File: config.mk
export PLATFORM = sky130hd
export DESIGN_NAME = pushbutton_conditioner_flat
export DESIGN_NICKNAME = d
export VERILOG_FILES = /design/src/rtl/pushbutton_conditioner_pkg.sv /design/src/rtl/pushbutton_conditioner_if.sv /design/src/rtl/pushbutton_conditioner_debounce_bit.sv /design/src/rtl/pushbutton_conditioner.sv /design/src/flat_wrapper.sv
export SDC_FILE = /design/constraint.sdc
export NUM_CORES = 1
export LEC_CHECK = 0
export BUFFER_PORTS_ARGS = -buffer_cell sky130_fd_sc_hd__buf_2
export CAP_MARGIN = 20
export CELL_PAD_IN_SITES_DETAIL_PLACEMENT = 0
export CELL_PAD_IN_SITES_GLOBAL_PLACEMENT = 1
export CORE_MARGIN = 2
export CORE_UTILIZATION = 40
export CTS_CLUSTER_DIAMETER = 30
export DETAILED_ROUTE_END_ITERATION = 7
export GPL_ROUTABILITY_DRIVEN = 0
export PLACE_DENSITY_LB_ADDON = 0.08
export SLEW_MARGIN = 20
export SYNTH_ARGS = -nofsm -noshare
export SYNTH_HDL_FRONTEND = slang
export SYNTH_SLANG_ARGS = --single-unit
export TNS_END_PERCENT = 20
File: constraint.sdc
create_clock -name clock -period 2.5 [get_ports clock]
set_input_delay 0.5 -clock clock [delete_from_list [all_inputs] [get_ports clock]]
set_output_delay 0.5 -clock clock [all_outputs]
set_load 0.01 [all_outputs]
File: src/rtl/pushbutton_conditioner_pkg.sv
// Purpose: shared types, default parameters and width helper for the
//          pushbutton conditioner (package pbc_pkg).
// Contents: pbc_state_t per-bit debounce state, default-parameter
//           localparams, cnt_width() counter-width helper.
package pbc_pkg;

    localparam int unsigned PBC_WIDTH           = 4;
    localparam int unsigned PBC_DEBOUNCE_CYCLES = 16;
    localparam int unsigned PBC_REPEAT_CYCLES   = 256;

    typedef enum logic [1:0] {
        RELEASED     = 2'd0,
        PRESS_WAIT   = 2'd1,
        PRESSED      = 2'd2,
        RELEASE_WAIT = 2'd3
    } pbc_state_t;

    // Width of a counter that must hold values 0 .. n-1; never below 1 bit.
    function automatic int unsigned cnt_width(input int unsigned n);
        return (n <= 2) ? 1 : $clog2(n);
    endfunction

endpackage

File: src/rtl/pushbutton_conditioner_if.sv
// Purpose: button/read-port bundle between the Nibbler IN port logic
//          (master) and the pushbutton conditioner (slave).
// Signals:
//   buttons_raw   master->slave  raw asynchronous buttons, 1 = pressed
//   ack           master->slave  read strobe (oeIN), clears sticky flags
//   pb_out        slave->master  sticky press flags
//   buttons_level slave->master  debounced button level
//   event_pending slave->master  OR of pb_out
interface pushbutton_conditioner_if
    import pbc_pkg::*;
#(
    parameter int unsigned WIDTH = PBC_WIDTH
);
    logic [WIDTH-1:0] buttons_raw;
    logic             ack;
    logic [WIDTH-1:0] pb_out;
    logic [WIDTH-1:0] buttons_level;
    logic             event_pending;

    modport master (
        output buttons_raw,
        output ack,
        input  pb_out,
        input  buttons_level,
        input  event_pending
    );

    modport slave (
        input  buttons_raw,
        input  ack,
        output pb_out,
        output buttons_level,
        output event_pending
    );
endinterface

File: src/rtl/pushbutton_conditioner_debounce_bit.sv
// Purpose: one button lane - 2-FF synchroniser, debounce FSM and counter,
//          optional auto-repeat counter.
// Config:  PBC_AUTOREPEAT_EN enables the auto-repeat counter.
// Ports:
//   clock   in  system clock, rising edge
//   reset   in  asynchronous active-high reset
//   raw     in  raw asynchronous button
//   level   out debounced level (registered)
//   rise_c  out combinational one-cycle pulse at the edge a press is
//               accepted (and at each auto-repeat); consumed by the
//               sticky-flag register in the same edge
module pbc_debounce_bit
    import pbc_pkg::*;
#(
    parameter int unsigned DEBOUNCE_CYCLES = PBC_DEBOUNCE_CYCLES,
    parameter int unsigned REPEAT_CYCLES   = PBC_REPEAT_CYCLES
) (
    input  logic clock,
    input  logic reset,
    input  logic raw,
    output logic level,
    output logic rise_c
);

    localparam int unsigned   CW       = cnt_width(DEBOUNCE_CYCLES);
    localparam logic [CW-1:0] CNT_LAST = CW'(DEBOUNCE_CYCLES - 1);

    logic          sync_meta;
    logic          sync;
    pbc_state_t    state;
    pbc_state_t    state_next;
    logic [CW-1:0] cnt;
    logic [CW-1:0] cnt_next;
    logic          level_next;
    logic          repeat_fire_c;

    // Two-stage synchroniser for the asynchronous button input.
    always_ff @(posedge clock or posedge reset) begin
        if (reset) begin
            sync_meta <= 1'b0;
            sync      <= 1'b0;
        end else begin
            sync_meta <= raw;
            sync      <= sync_meta;
        end
    end

    // Debounce state, counter and level register.
    always_ff @(posedge clock or posedge reset) begin
        if (reset) begin
            state <= RELEASED;
            cnt   <= '0;
            level <= 1'b0;
        end else begin
            state <= state_next;
            cnt   <= cnt_next;
            level <= level_next;
        end
    end

    // Next-state logic: a change is accepted after DEBOUNCE_CYCLES
    // consecutive synced samples at the new value.
    always_comb begin
        state_next = state;
        cnt_next   = cnt;
        level_next = level;
        rise_c     = 1'b0;
        case (state)
            RELEASED: begin
                if (sync) begin
                    state_next = PRESS_WAIT;
                    cnt_next   = CW'(1);
                end
            end
            PRESS_WAIT: begin
                if (!sync) begin
                    state_next = RELEASED;
                    cnt_next   = '0;
                end else if (cnt == CNT_LAST) begin
                    state_next = PRESSED;
                    cnt_next   = '0;
                    level_next = 1'b1;
                    rise_c     = 1'b1;
                end else begin
                    cnt_next = cnt + CW'(1);
                end
            end
            PRESSED: begin
                if (!sync) begin
                    state_next = RELEASE_WAIT;
                    cnt_next   = CW'(1);
                end else if (repeat_fire_c) begin
                    rise_c = 1'b1;
                end
            end
            RELEASE_WAIT: begin
                if (sync) begin
                    state_next = PRESSED;
                    cnt_next   = '0;
                end else if (cnt == CNT_LAST) begin
                    state_next = RELEASED;
                    cnt_next   = '0;
                    level_next = 1'b0;
                end else begin
                    cnt_next = cnt + CW'(1);
                end
            end
            default: begin
                state_next = RELEASED;
                cnt_next   = '0;
            end
        endcase
    end

`ifdef PBC_AUTOREPEAT_EN
    localparam int unsigned   RW       = cnt_width(REPEAT_CYCLES);
    localparam logic [RW-1:0] REP_LAST = RW'(REPEAT_CYCLES - 1);

    logic [RW-1:0] rep;
    logic [RW-1:0] rep_next;

    // Repeat counter runs only while held in PRESSED; anything else clears it.
    always_comb begin
        rep_next      = '0;
        repeat_fire_c = 1'b0;
        if (state == PRESSED && sync) begin
            if (rep == REP_LAST) begin
                repeat_fire_c = 1'b1;
            end else begin
                rep_next = rep + RW'(1);
            end
        end
    end

    always_ff @(posedge clock or posedge reset) begin
        if (reset) begin
            rep <= '0;
        end else begin
            rep <= rep_next;
        end
    end
`else
    logic unused_repeat_cycles;
    assign unused_repeat_cycles = ^REPEAT_CYCLES;
    assign repeat_fire_c        = 1'b0;
`endif

endmodule

File: src/rtl/pushbutton_conditioner.sv
// Purpose: Nibbler IN-port front end. Debounces WIDTH raw pushbuttons and
//          latches each accepted press in a sticky flag until the port is
//          read (ack = oeIN), so polling software cannot miss a short press.
// Config:  PBC_AUTOREPEAT_EN adds auto-repeat of held buttons.
// Ports:
//   clock  in  system clock, rising edge
//   reset  in  asynchronous active-high reset
//   bus    pushbutton_conditioner_if.slave:
//          buttons_raw/ack in, pb_out/buttons_level/event_pending out
module pushbutton_conditioner
    import pbc_pkg::*;
#(
    parameter int unsigned WIDTH           = PBC_WIDTH,
    parameter int unsigned DEBOUNCE_CYCLES = PBC_DEBOUNCE_CYCLES,
    parameter int unsigned REPEAT_CYCLES   = PBC_REPEAT_CYCLES
) (
    input logic                     clock,
    input logic                     reset,
    pushbutton_conditioner_if.slave bus
);

    logic [WIDTH-1:0] rise_c;
    logic [WIDTH-1:0] level;
    logic [WIDTH-1:0] flags;
    logic [WIDTH-1:0] flags_next_c;

    for (genvar i = 0; i < WIDTH; i++) begin : g_bit
        pbc_debounce_bit #(
            .DEBOUNCE_CYCLES(DEBOUNCE_CYCLES),
            .REPEAT_CYCLES  (REPEAT_CYCLES)
        ) u_bit (
            .clock (clock),
            .reset (reset),
            .raw   (bus.buttons_raw[i]),
            .level (level[i]),
            .rise_c(rise_c[i])
        );
    end

    // Read clears the flags; a press landing on the same edge still sets.
    assign flags_next_c = (flags & ~{WIDTH{bus.ack}}) | rise_c;

    always_ff @(posedge clock or posedge reset) begin
        if (reset) begin
            flags             <= '0;
            bus.event_pending <= 1'b0;
        end else begin
            flags             <= flags_next_c;
            bus.event_pending <= |flags_next_c;
        end
    end

    assign bus.pb_out        = flags;
    assign bus.buttons_level = level;

endmodule

File: src/flat_wrapper.sv
// flat-port wrapper written by rule: the top's interface ports become plain ports
module pushbutton_conditioner_flat import pbc_pkg::*;
#(
    parameter int unsigned WIDTH           = PBC_WIDTH,
    parameter int unsigned DEBOUNCE_CYCLES = PBC_DEBOUNCE_CYCLES,
    parameter int unsigned REPEAT_CYCLES   = PBC_REPEAT_CYCLES
)
  (clock, reset, bus_buttons_raw, bus_ack, bus_pb_out, bus_buttons_level, bus_event_pending);
  pushbutton_conditioner_if #(.WIDTH(WIDTH)) bus_i ();
  input logic clock;
  input logic reset;
  input wire logic [$bits(bus_i.buttons_raw)-1:0] bus_buttons_raw;
  input wire logic [$bits(bus_i.ack)-1:0] bus_ack;
  output wire logic [$bits(bus_i.pb_out)-1:0] bus_pb_out;
  output wire logic [$bits(bus_i.buttons_level)-1:0] bus_buttons_level;
  output wire logic [$bits(bus_i.event_pending)-1:0] bus_event_pending;
  assign bus_i.buttons_raw = bus_buttons_raw;
  assign bus_i.ack = bus_ack;
  assign bus_pb_out = bus_i.pb_out;
  assign bus_buttons_level = bus_i.buttons_level;
  assign bus_event_pending = bus_i.event_pending;
  pushbutton_conditioner #(.WIDTH(WIDTH), .DEBOUNCE_CYCLES(DEBOUNCE_CYCLES), .REPEAT_CYCLES(REPEAT_CYCLES)) u_core (.clock(clock), .reset(reset), .bus(bus_i));
endmodule
After elaboration in Yosys (flattened, before gate mapping) --
Cells that the tools add are included.
Operators by class: add/sub/neg operators 4, equal/unequal tests 48, mux-type cells 84, bitwise gates (word level) 3, reductions and logical operators 21
Operators by type and width (number):
- 4-bit 2-to-1 mux | 20
- 4-bit one-hot mux with 4 select lines | 4
- 2-bit 2-to-1 mux | 24
- 2-bit inequality test (second input constant) | 24
- 2-bit one-hot mux with 4 select lines | 4
- 1-bit 2-to-1 mux | 28
- 3-bit inequality test (second input constant) | 8
- 5-bit AND reduction | 4
- 4-bit by 1-bit adder with 4-bit output (second input constant) | 4
- 2-bit equality test (second input constant) | 8
- 4-bit equality test (second input constant) | 4
- 4-bit AND reduction | 4
- 2-bit by 1-bit equality test with 1-bit output (second input constant) | 4
- 2-bit logical NOT | 4
- 1-bit one-hot mux with 2 select lines | 4
- 2-bit AND reduction | 4
- 2-bit nonzero test | 4
- 4-bit bitwise AND | 1
- 4-bit inverter | 1
- 4-bit bitwise OR | 1
- 4-bit OR reduction | 1
Word-level totals: register bits 41, bits of input ports 7, output and inout bits 9, logic and storage cells 182

Logic depth before layout (Yosys ltp) --
Gate-level depths: netlist (run 1).
word-level depth 6, gate-level depth with buffers 5, gate-level depth less buffers 4

Hierarchy --
Synthesis (run 1) repeated with hierarchy kept, for this count alone.
Second synthesis, totals: cell total of the unflattened synthesis 176, area total of the unflattened synthesis 1848.0 sq um
Modules (own cells, without submodules):
- pbc_debounce_bit | instances 4, cells an instance 41, area an instance 417.9 sq um, sequential area each 225.2 sq um
- pushbutton_conditioner | instances 1, cells an instance 12, area an instance 176.4 sq um, sequential area each 125.1 sq um

Least setup slack after synthesis (run 1) --
OpenSTA, ideal clock, no wires.
path kind reg-to-reg, start register u_core.g_bit[2].u_bit.cnt[0], end register u_core.bus.event_pending, library setup time 0.138 ns, arrival time 1.283 ns, data required time 2.362 ns, setup slack 1.079 ns, stages on the path, launching flop included 6, path buffers 1, clock period less this slack 1.421 ns, path through dfrtp_1 ha_1 and4_1 clkbuf_1 a32oi_1 nand4_1
On the way: cells in the longest elaborated chain, start to end 6
RTL lines:
- start, declared | RTL line pushbutton_conditioner_debounce_bit.sv:32 | logic [CW-1:0] cnt;
- start signal, assigned | RTL line pushbutton_conditioner_debounce_bit.sv:56 | cnt <= cnt_next;
- 4-bit equality test | RTL line pushbutton_conditioner_debounce_bit.sv:79 | end else if (cnt == CNT_LAST) begin
- 1-bit 2-to-1 mux | RTL line pushbutton_conditioner_debounce_bit.sv:79
- 1-bit 2-to-1 mux | RTL line pushbutton_conditioner_debounce_bit.sv:76 | if (!sync) begin
- 1-bit 2-to-1 mux
- 4-bit bitwise OR | RTL line pushbutton_conditioner.sv:41 | assign flags_next_c = (flags & ~{WIDTH{bus.ack}}) | rise_c;
- 4-bit OR reduction | RTL line pushbutton_conditioner.sv:49 | bus.event_pending <= |flags_next_c;
- end signal, assigned | RTL line pushbutton_conditioner.sv:49
- end, declared | RTL line pushbutton_conditioner_if.sv:33 | output event_pending
No other way between the ends. A chain may end at the register's enable or synchronous reset.

Final worst setup path (run 1) --
start register u_core.g_bit[1].u_bit.cnt[0], end register u_core.bus.event_pending
On the way: cells in the longest elaborated chain, start to end 6
RTL lines (RTL line):
- start, declared | pushbutton_conditioner_debounce_bit.sv:32
- start signal, assigned | pushbutton_conditioner_debounce_bit.sv:56
- 4-bit equality test | pushbutton_conditioner_debounce_bit.sv:79
- 1-bit 2-to-1 mux | pushbutton_conditioner_debounce_bit.sv:79
- 1-bit 2-to-1 mux | pushbutton_conditioner_debounce_bit.sv:76
- 1-bit 2-to-1 mux
- 4-bit bitwise OR | pushbutton_conditioner.sv:41
- 4-bit OR reduction | pushbutton_conditioner.sv:49
No other way between the ends.

==> results of run 1 <==
-- worst max-delay path, cell delays in order, from the launching register on --
cell	delay, ps
dfrtp_1	420
ha_1	260
and4_1	270
a32oi_1	270
nand4_1	110
-- logic make-up after synthesis --
logic type / Yosys count
xor+xnor: 10
flops: 41
simple gates: 59
fa+ha+maj: 4
buf+inv: 22
compound gates: 34
-- stage by stage --
stage / hold WS [ps] / setup WS, ps / cells / util (%) / instance area (sq um)
finish: 304.9 / 1049 / 241 / 46.93 / 2043
global route: 288.3 / 942.9 / 241 / 46.93 / 2043
CTS: 292.9 / 1046 / 241 / 46.93 / 2043
detailed placement: 337.1 / 1054 / 233 / 44.25 / 1927
global placement: 334.2 / 1079 / 233 / 44.25 / 1927
floorplan: 331.2 / 1054 / 170 / - / 1813
-- power breakdown --
part	switching [uW]	internal (uW)	total, uW
Sequential	39.3	695	734
Combinational	53.7	40.0	93.7
Clock	226	326	551
-- layer usage --
metal / up-vias / GRT usage, %
met4: 0 / 5.031
met3: 5 / 4.782
met2: 20 / 22.74
met5: - / 0
met1: 586 / 18.35
li1: 640 / -
-- cell usage after synthesis, drive strengths merged --
cell type and number:
nor2b 2, nand2 15, or4b 2, inv 17, o22ai 2, ha 4, o2bb2ai 4, o21ai 6
and4b 2, buf 4, o31ai 2, and4 4, nor2 8, clkbuf 1, nand2b 3, xor2 6
nand4 3, or4 2, nand3b 2, o2111ai 2, a32oi 4, nand3 16, xnor2 4, a31o 2
a311oi 2, dfrtp 41, a21oi 10
-- placed cells by master (no fill, tap or decap) --
master / synthesis / layout
and4b_1: 2 / 2
o31ai_1: 2 / 2
nand3b_1: 2 / 2
a21oi_1: 10 / 10
nand4_1: 3 / 3
nor2b_1: 2 / 2
nand2b_1: 3 / 3
or4_1: 2 / 2
o2bb2ai_1: 4 / 4
o21ai_0: 6 / 6
nand2_1: 15 / 15
or4b_1: 2 / 2
clkbuf_1: 1 / 1
buf_2: 0 / 15
a31o_2: 2 / 2
buf_4: 4 / 1
xnor2_1: 4 / 4
nand3_1: 16 / 16
inv_1: 17 / 17
a32oi_1: 4 / 4
nor2_1: 8 / 8
bufinv_16: 0 / 1
ha_1: 4 / 4
o2111ai_1: 2 / 2
and4_1: 4 / 4
a311oi_1: 2 / 2
o22ai_1: 2 / 2
dfrtp_1: 41 / 41
clkbuf_8: 0 / 6
xor2_1: 6 / 6
-- sequential cells by signal (all words and copies together) (netlist names), named ones only --
register	count
u_core.g_bit.u_bit.cnt	16
u_core.g_bit.u_bit.sync_meta	4
u_core.g_bit.u_bit.state	4
u_core.g_bit.u_bit.level	4
u_core.bus.event_pending	1
u_core.g_bit.u_bit.sync	4
u_core.bus.pb_out	4
-- path summary, 6_finish.rpt --
check | cells past startpoint | slack (ps) | end
setup / recovery | 4 | 1050 | u_core.bus.event_pending
hold / removal | 1 | 300 | u_core.g_bit[3].u_bit.sync_meta
setup reg to reg | 4 | 1050 | u_core.bus.event_pending
hold reg to reg | 0 | 350 | u_core.g_bit[1].u_bit.sync
max in group asynchronous | 3 | 1830 | u_core.g_bit[1].u_bit.cnt[1]
min in group asynchronous | 3 | 310 | u_core.g_bit[0].u_bit.sync_meta
-- layout make-up --
cell class / instances / area, sq um / share of cell area (%)
Multi-Input combinational cell: 107 / 689.4 / 33.74
Timing Repair Buffer: 16 / 82.58 / 4.042
Tap cell: 52 / 65.06 / 3.184
Clock buffer: 7 / 86.33 / 4.225
Clock inverter: 1 / 30.03 / 1.470
Sequential cell: 41 / 1026 / 50.21
Inverter: 17 / 63.81 / 3.123
==> impl_metrics.ini, run 1 <==
[sta]
finalMaxSlewViolations = 0
max_freq_ghz = 0.6892
worst_pin_slew_ps = 505.0
rsz0062_at_grt = no
finalHoldViolCount = 0
timing.setup.tns_ps = 0
fin_crit_sh_pct = 58.03
setup_viol = 0
period_needed_ps = 1451
fin_worst_skew_ps = 12.79
slew_headroom_pct = 66.33

[clock_tree]
h-tree-depth = 2
hold_buffers = 0
clk_path_buf_depth = 2
cts_setup_buffers = 0
clock_sinks = 41
clk_pin_slew_ps = 80
clk_root_buffer_cell = clkbuf_8
cts_buffers = 5
clkLatencyLatePin_ps = 290
cts-resized-gates = 0
cts_tree = built

[layout]
drive_above_1_share_pct = 13.23
areaGrowthSynthToFinish_pct = 12.70
nNetsFinal = 199
diodes = 0
fillers = 415

[yosys]
syn_inst = 170
synth_compound_area_share_pct = 12.70
yosysUniqueCellTypes = 27
avgSynthCellArea_sq_um = 10.66
yosysSeqAreaShare_pct = 56.59
synth_top_family_by_area = simple AND/OR/NAND/NOR gates
yosys_warnings = 0
synth_xor_area_share_pct = 4.831
synth_mux_area_share_pct = 0
yosys.area_share.adder_pct = 2.761
synth_largest_area_cell = dfrtp_1
yosys_register_bits = 41
synthesis.nets = 181
synth-simple-area-share_pct = 17.74
synthTopCellsByArea = dfrtp_1, nand3_1, inv_1, nand2_1, xor2_1
synth_top_area_share_pct = 56.59
synth_area_sq_um = 1813

[detailed_routing]
routedWlPerCell_um = 13.22
wl_met1_mm = 1.584
routed_via_density = 5.191
postRouteAntennaNets = 0
route.top_layer_used = met4
drc = 0
drtPass1Iterations = 4
drtIter0Drc = 95
wl_met2_mm = 1.415
routed_wl_mm = 3.185
wl_met3_um = 131
vias = 1251

[power_and_ir_drop]
total_power_uw = 1379
leakage_uw = 0.0009698
pwr_density_cell_nw_per_um2 = 675.0
vdd_drop_max_v = 0.0003763

[grt]
track_usage_pct = 14.30
grt_pass1_wl_mm = 5.582
grt_pass1_vias = 1235
overflow = 0
grt_max_degree = 42
antenna_found_initial = 0

[critical_path]
crit-reg2reg-launch = u_core.g_bit[1].u_bit.cnt[0]
worstSetupStartpoint = u_core.g_bit[1].u_bit.cnt[0]
worst_setup_path_end_kind = flop
path_class = flop to flop
cp.arrival_ps = 1620
cp_max_fo = 6
required_ps = 2670
critPathLaunchType = flop

[floorplan]
core_sq_um = 4354
die_x_um = 71.33
die_y_um = 71.33
initial_core_util_pct = 41.64
num_io_pins = 16
placementRows = 24
die_area_sq_um = 5087

[placement]
dp_hpwl_mm = 2.231
port_buffers = 15

[hold_path]
hold_start = bus_buttons_raw[3]
worstHoldPathType = input port to flop

[job]
maxCapViolCount = 0

[run_status]
status = finished, final reports clean
Power figures use the tool's default switching activity.
==> run 2: changes to the inputs <==
Clock period 2.5 ns to 1.2 ns, I/O delays scaled along.
==> run 2 against run 1 <==
Global-route usage grew 1.4 points. Setup slack lost 1100 ps. Worst hold slack lost 250 ps. Via count grew 17%. Non-clock buffer count grew 35. Clock skew shrank 5.9 ps. The run now ends with setup timing left. Die area is the same. Critical path type unchanged. Total power grew 120%. Core utilization grew 9.7 points. Highest routed layer unchanged. Register-to-register slack lost 1100 ps.
==> impl_metrics.ini, run 2 (synthesized netlist as in run 1, its figures left out) <==
[sta]
setup_viol = 3
fin_crit_sh_pct = 102.1
worst_pin_slew_ps = 359.2
timing.setup.tns_ps = -29.48
whs_ps = 52.35
finalHoldViolCount = 0
slew_headroom_pct = 75.97
finalMaxSlewViolations = 0
timing.final.ws_setup_ps = -25.16
fin_worst_skew_ps = 6.849
rsz0062_at_grt = yes
max_freq_ghz = 0.8162
period_needed_ps = 1225

[clock_tree]
cts_buffers = 5
clk_path_buf_depth = 2
clock_sinks = 41
clk_root_buffer_cell = clkbuf_8
cts_tree = built
clk_pin_slew_ps = 80
clkLatencyLatePin_ps = 290
h-tree-depth = 2

[grt]
overflow = 0
antenna_found_initial = 0
grt_pass1_wl_mm = 6.258
grt_pass1_vias = 1406
use_met2_pct = 25.82
track_usage_pct = 15.68
grt-busiest-layer = met2
grtUsageMet1_pct = 19.91
grt_max_degree = 42
use_met3_pct = 4.219

[power_and_ir_drop]
leakage_uw = 0.001168
vdd_drop_max_v = 0.0007386
pwr_density_cell_nw_per_um2 = 1234

[critical_path]
required_ps = 1420
cp.arrival_ps = 1450
cp_slowest_cell = or4b_1
path_depth = 3
r2r_setup_slack_ps = -30
cp_max_fo = 2
path_class = flop to flop
ff2ff_path_depth = 3
critPathMaxStageDelay_ps = 510
worstReg2RegEnd = u_core.g_bit[1].u_bit.cnt[3]
cp.buffers_inverters = 0
critical_path.cell_chain = xnor2_1 -> or4b_1 -> nand3_1
path_delay_family = simple AND/OR/NAND/NOR gates
worst_setup_path_end_kind = flop
critPathLaunchType = flop
worstSetupEndpoint = u_core.g_bit[1].u_bit.cnt[3]

[floorplan]
die_area_sq_um = 5087
placementRows = 24
die_y_um = 71.33
die_x_um = 71.33
num_io_pins = 16
initial_core_util_pct = 41.64
core_sq_um = 4354

[placement]
dpl_cell_area_sq_um = 2182
dp_hpwl_mm = 2.526
port_buffers = 15

[job]
maxCapViolCount = 0

[layout]
nNetsFinal = 234
diodes = 0
largest-register = u_core.g_bit.u_bit.cnt
final_cell_area_sq_um = 2464
drive_above_1_share_pct = 38.84
largest_reg_flops = 16
final_common_cell = dfrtp_1
final_core_util_pct = 56.58
areaGrowthSynthToFinish_pct = 35.89
final_cell_mix = dfrtp_1, buf_4, inv_1

[hold_path]
worstHoldPathType = input port to flop

[detailed_routing]
drtIter0Drc = 60
postRouteAntennaNets = 0
routed_via_density = 5.293
drc = 0
vias = 1461
drtPass1Iterations = 4
routed_wl_mm = 3.780
routedWlPerCell_um = 13.70

[run_status]
status = finished, violations left
violations = setup timing
## run 2: metal layers
layer	up-vias	wire length (um)	part of all wire, %
met1	714	1752	46
met2	30	1835	49
met3	4	156	4.1
met4	0	36	0.95
met5	-	0	0
li1	713	-	-
## run 2: how the worst min path moves through the flow
stage | end | slack (ps) | depth (start not counted) | from
3_3_place_gp | u_core.g_bit[0].u_bit.sync_meta | 310 | 3 | reset
4_1_cts | u_core.g_bit[2].u_bit.sync_meta | 40 | 1 | bus_buttons_raw[2]
3_5_place_dp | u_core.g_bit[0].u_bit.sync | 310 | 3 | reset
5_1_grt | u_core.g_bit[2].u_bit.sync_meta | 30 | 1 | bus_buttons_raw[2]
2_1_floorplan | u_core.g_bit[0].u_bit.sync_meta | 270 | 0 | bus_buttons_raw[0]
6_report | u_core.g_bit[2].u_bit.sync_meta | 50 | 1 | bus_buttons_raw[2]
## run 2: power breakdown
part / switching, uW / internal, uW
logic: 190 / 197
registers: 54.2 / 1450
clock network: 475 / 676
## run 2: area by class of cell
| class | instances | area [sq um] |
|---|---|---|
| well taps | 52 | 65.06 |
| repair buffers | 51 | 382.9 |
| inverters | 17 | 63.81 |
| fillers | 374 | 1891 |
| multi-input cells | 107 | 805.8 |
| clock inverters | 2 | 37.54 |
| clock buffers | 6 | 82.58 |
| flip-flops and latches | 41 | 1026 |
## run 2: timing repair
| item | CTS | global route |
|---|---|---|
| setup buffers | 0 | 2 |
| setup endpoints to repair | 19 | 19 |
| resized for setup | 16 | 17 |
| pin swaps | 13 | 5 |
| hold endpoints to repair | 35 | 0 |
| hold buffers | 1 | 0 |
## run 2: metrics by stage
stage	total power, uW	setup WS [ps]	cells
after floorplan	1690	-137.4	170
after global placement	1845	-100.6	265
after detailed placement	1870	-123.7	265
after CTS	3042	-48.06	274
after global routing	3197	-81.83	276
final	3040	-25.16	276
==> run 3: changes to the inputs <==
Settings changed: CELL_PAD_IN_SITES_DETAIL_PLACEMENT 0 to 1, CELL_PAD_IN_SITES_GLOBAL_PLACEMENT 1 to 2, CORE_UTILIZATION 40 to 34.
==> run 3 against run 2 <==
The run still ends with setup timing left. Clock skew up 2.3 ps. Count of clock-buffer cells in the layout unchanged. Global-route usage is 0.57 points lower. Critical path depth increased by 1. Largest cell class unchanged. Register-to-register slack about the same. Fmax grew 0.70%. First-iteration DRC count down 32%. Worst hold slack worse by 6.0 ps. Total power is 9.1% lower.
==> impl_metrics.ini, run 3 (synthesized netlist as in run 1, its figures left out) <==
[floorplan]
num_io_pins = 16
initial_core_util_pct = 35.27
die_area_sq_um = 5932
die_y_um = 77.02
core_sq_um = 5140
die_x_um = 77.02
placementRows = 26

[critical_path]
path_class = flop to flop
required_ps = 1430
path_depth = 4
path_delay_family = simple AND/OR/NAND/NOR gates
critPathMaxStageDelay_ps = 470
cp.buffers_inverters = 1
critPathLaunchType = flop
cp_max_fo = 3
worst_setup_path_end_kind = flop
cp.arrival_ps = 1450
cp_slowest_cell = or4_1
critical_path.cell_chain = ha_2 -> inv_1 -> or4_1 -> nand3_1
ff2ff_path_depth = 4

[grt]
antenna_found_initial = 0
grt_max_degree = 40
overflow = 0
grt_pass1_vias = 1611
track_usage_pct = 15.11
grt_pass1_wl_mm = 7.113

[placement]
port_buffers = 15
placed_cells = 284
dpl_cell_area_sq_um = 2212
dp_hpwl_mm = 3.003
dp_slack_ps = -120.6

[layout]
largest_reg_flops = 16
final_core_util_pct = 47.47
areaGrowthSynthToFinish_pct = 34.58
final_common_cell = dfrtp_1
instances_no_fill = 294
final_cell_mix = dfrtp_1, buf_4, inv_1
final_cell_area_sq_um = 2440
nNetsFinal = 234
diodes = 0
drive_above_1_share_pct = 37.05
largest-register = u_core.g_bit.u_bit.cnt

[clock_tree]
clk_pin_slew_ps = 80
clkLatencyLatePin_ps = 290
cts_tree = built
h-tree-depth = 2
clock_sinks = 41
clk_path_buf_depth = 2
cts_buffers = 5
clk_root_buffer_cell = clkbuf_8

[sta]
finalHoldViolCount = 0
setup_viol = 4
worst_pin_slew_ps = 360.9
slew_headroom_pct = 75.86
max_freq_ghz = 0.8219
period_needed_ps = 1217
fin_worst_skew_ps = 9.137
finalMaxSlewViolations = 0
rsz0062_at_grt = yes
timing.final.ws_setup_ps = -16.70
fin_crit_sh_pct = 101.4

[power_and_ir_drop]
pwr_density_cell_nw_per_um2 = 1133
vdd_drop_max_v = 0.0005172
leakage_uw = 0.001153
total_power_uw = 2764

[run_status]
status = finished, violations left
violations = setup timing

[detailed_routing]
routed_wl_mm = 4.125
routedWlPerCell_um = 14.03
routed_via_density = 4.983
drtPass1Iterations = 3
vias = 1465
postRouteAntennaNets = 0
drtIter0Drc = 41
drc = 0

[hold_path]
worstHoldPathType = input port to flop
whs_path_depth = 1

[job]
maxCapViolCount = 0
-- run 3: per-stage QoR --
step                hold WS (ps)  setup TNS, ps
floorplan                  271.4         -426.7
finish                     46.38         -34.44
detailed placement         135.0         -696.9
global route               39.56         -537.2
CTS                        34.84         -84.26
global placement           131.2         -372.8
-- run 3: routing by layer --
metal  share of wire (%)  track usage [%]  vias up
met4                 1.3            5.893        0
li1                    -                -      705
met1                  46            19.09      738
met5                   0                0        -
met2                  51            25.61       16
met3                 2.0            2.824        6
-- run 3: area by class of cell --
type	instances	area, sq um
repair buffers	51	375.4
multi-input cells	107	804.5
clock buffers	6	72.57
clock inverters	2	10.01
inverters	17	63.81
flip-flops and latches	41	1026
fillers	597	2700
well taps	70	87.58
-- run 3: report_power, final --
| group | internal [uW] | switching [uW] |
|---|---|---|
| Combinational | 192 | 194 |
| Clock | 404 | 476 |
| Sequential | 1450 | 50.3 |
| Total | 2040 | 720 |
-- run 3: what timing repair did --
action	in CTS	in global routing
endpoints found under the hold margin	2	0
pin swaps	13	5
setup endpoints to repair	17	22
buffers inserted	1	0
hold buffers	1	0
gates resized for setup	19	11
-- run 3: final timing paths --
kind                                                  from                               to  slack (ps)
min in group asynchronous                            reset       u_core.g_bit[0].u_bit.sync         370
setup / recovery              u_core.g_bit[0].u_bit.cnt[1]     u_core.g_bit[0].u_bit.cnt[2]         -20
max in group asynchronous                            reset  u_core.g_bit[2].u_bit.sync_meta         380
hold / removal                          bus_buttons_raw[0]  u_core.g_bit[0].u_bit.sync_meta          50
setup reg to reg              u_core.g_bit[0].u_bit.cnt[1]     u_core.g_bit[0].u_bit.cnt[2]         -20
hold reg to reg            u_core.g_bit[2].u_bit.sync_meta       u_core.g_bit[2].u_bit.sync         350
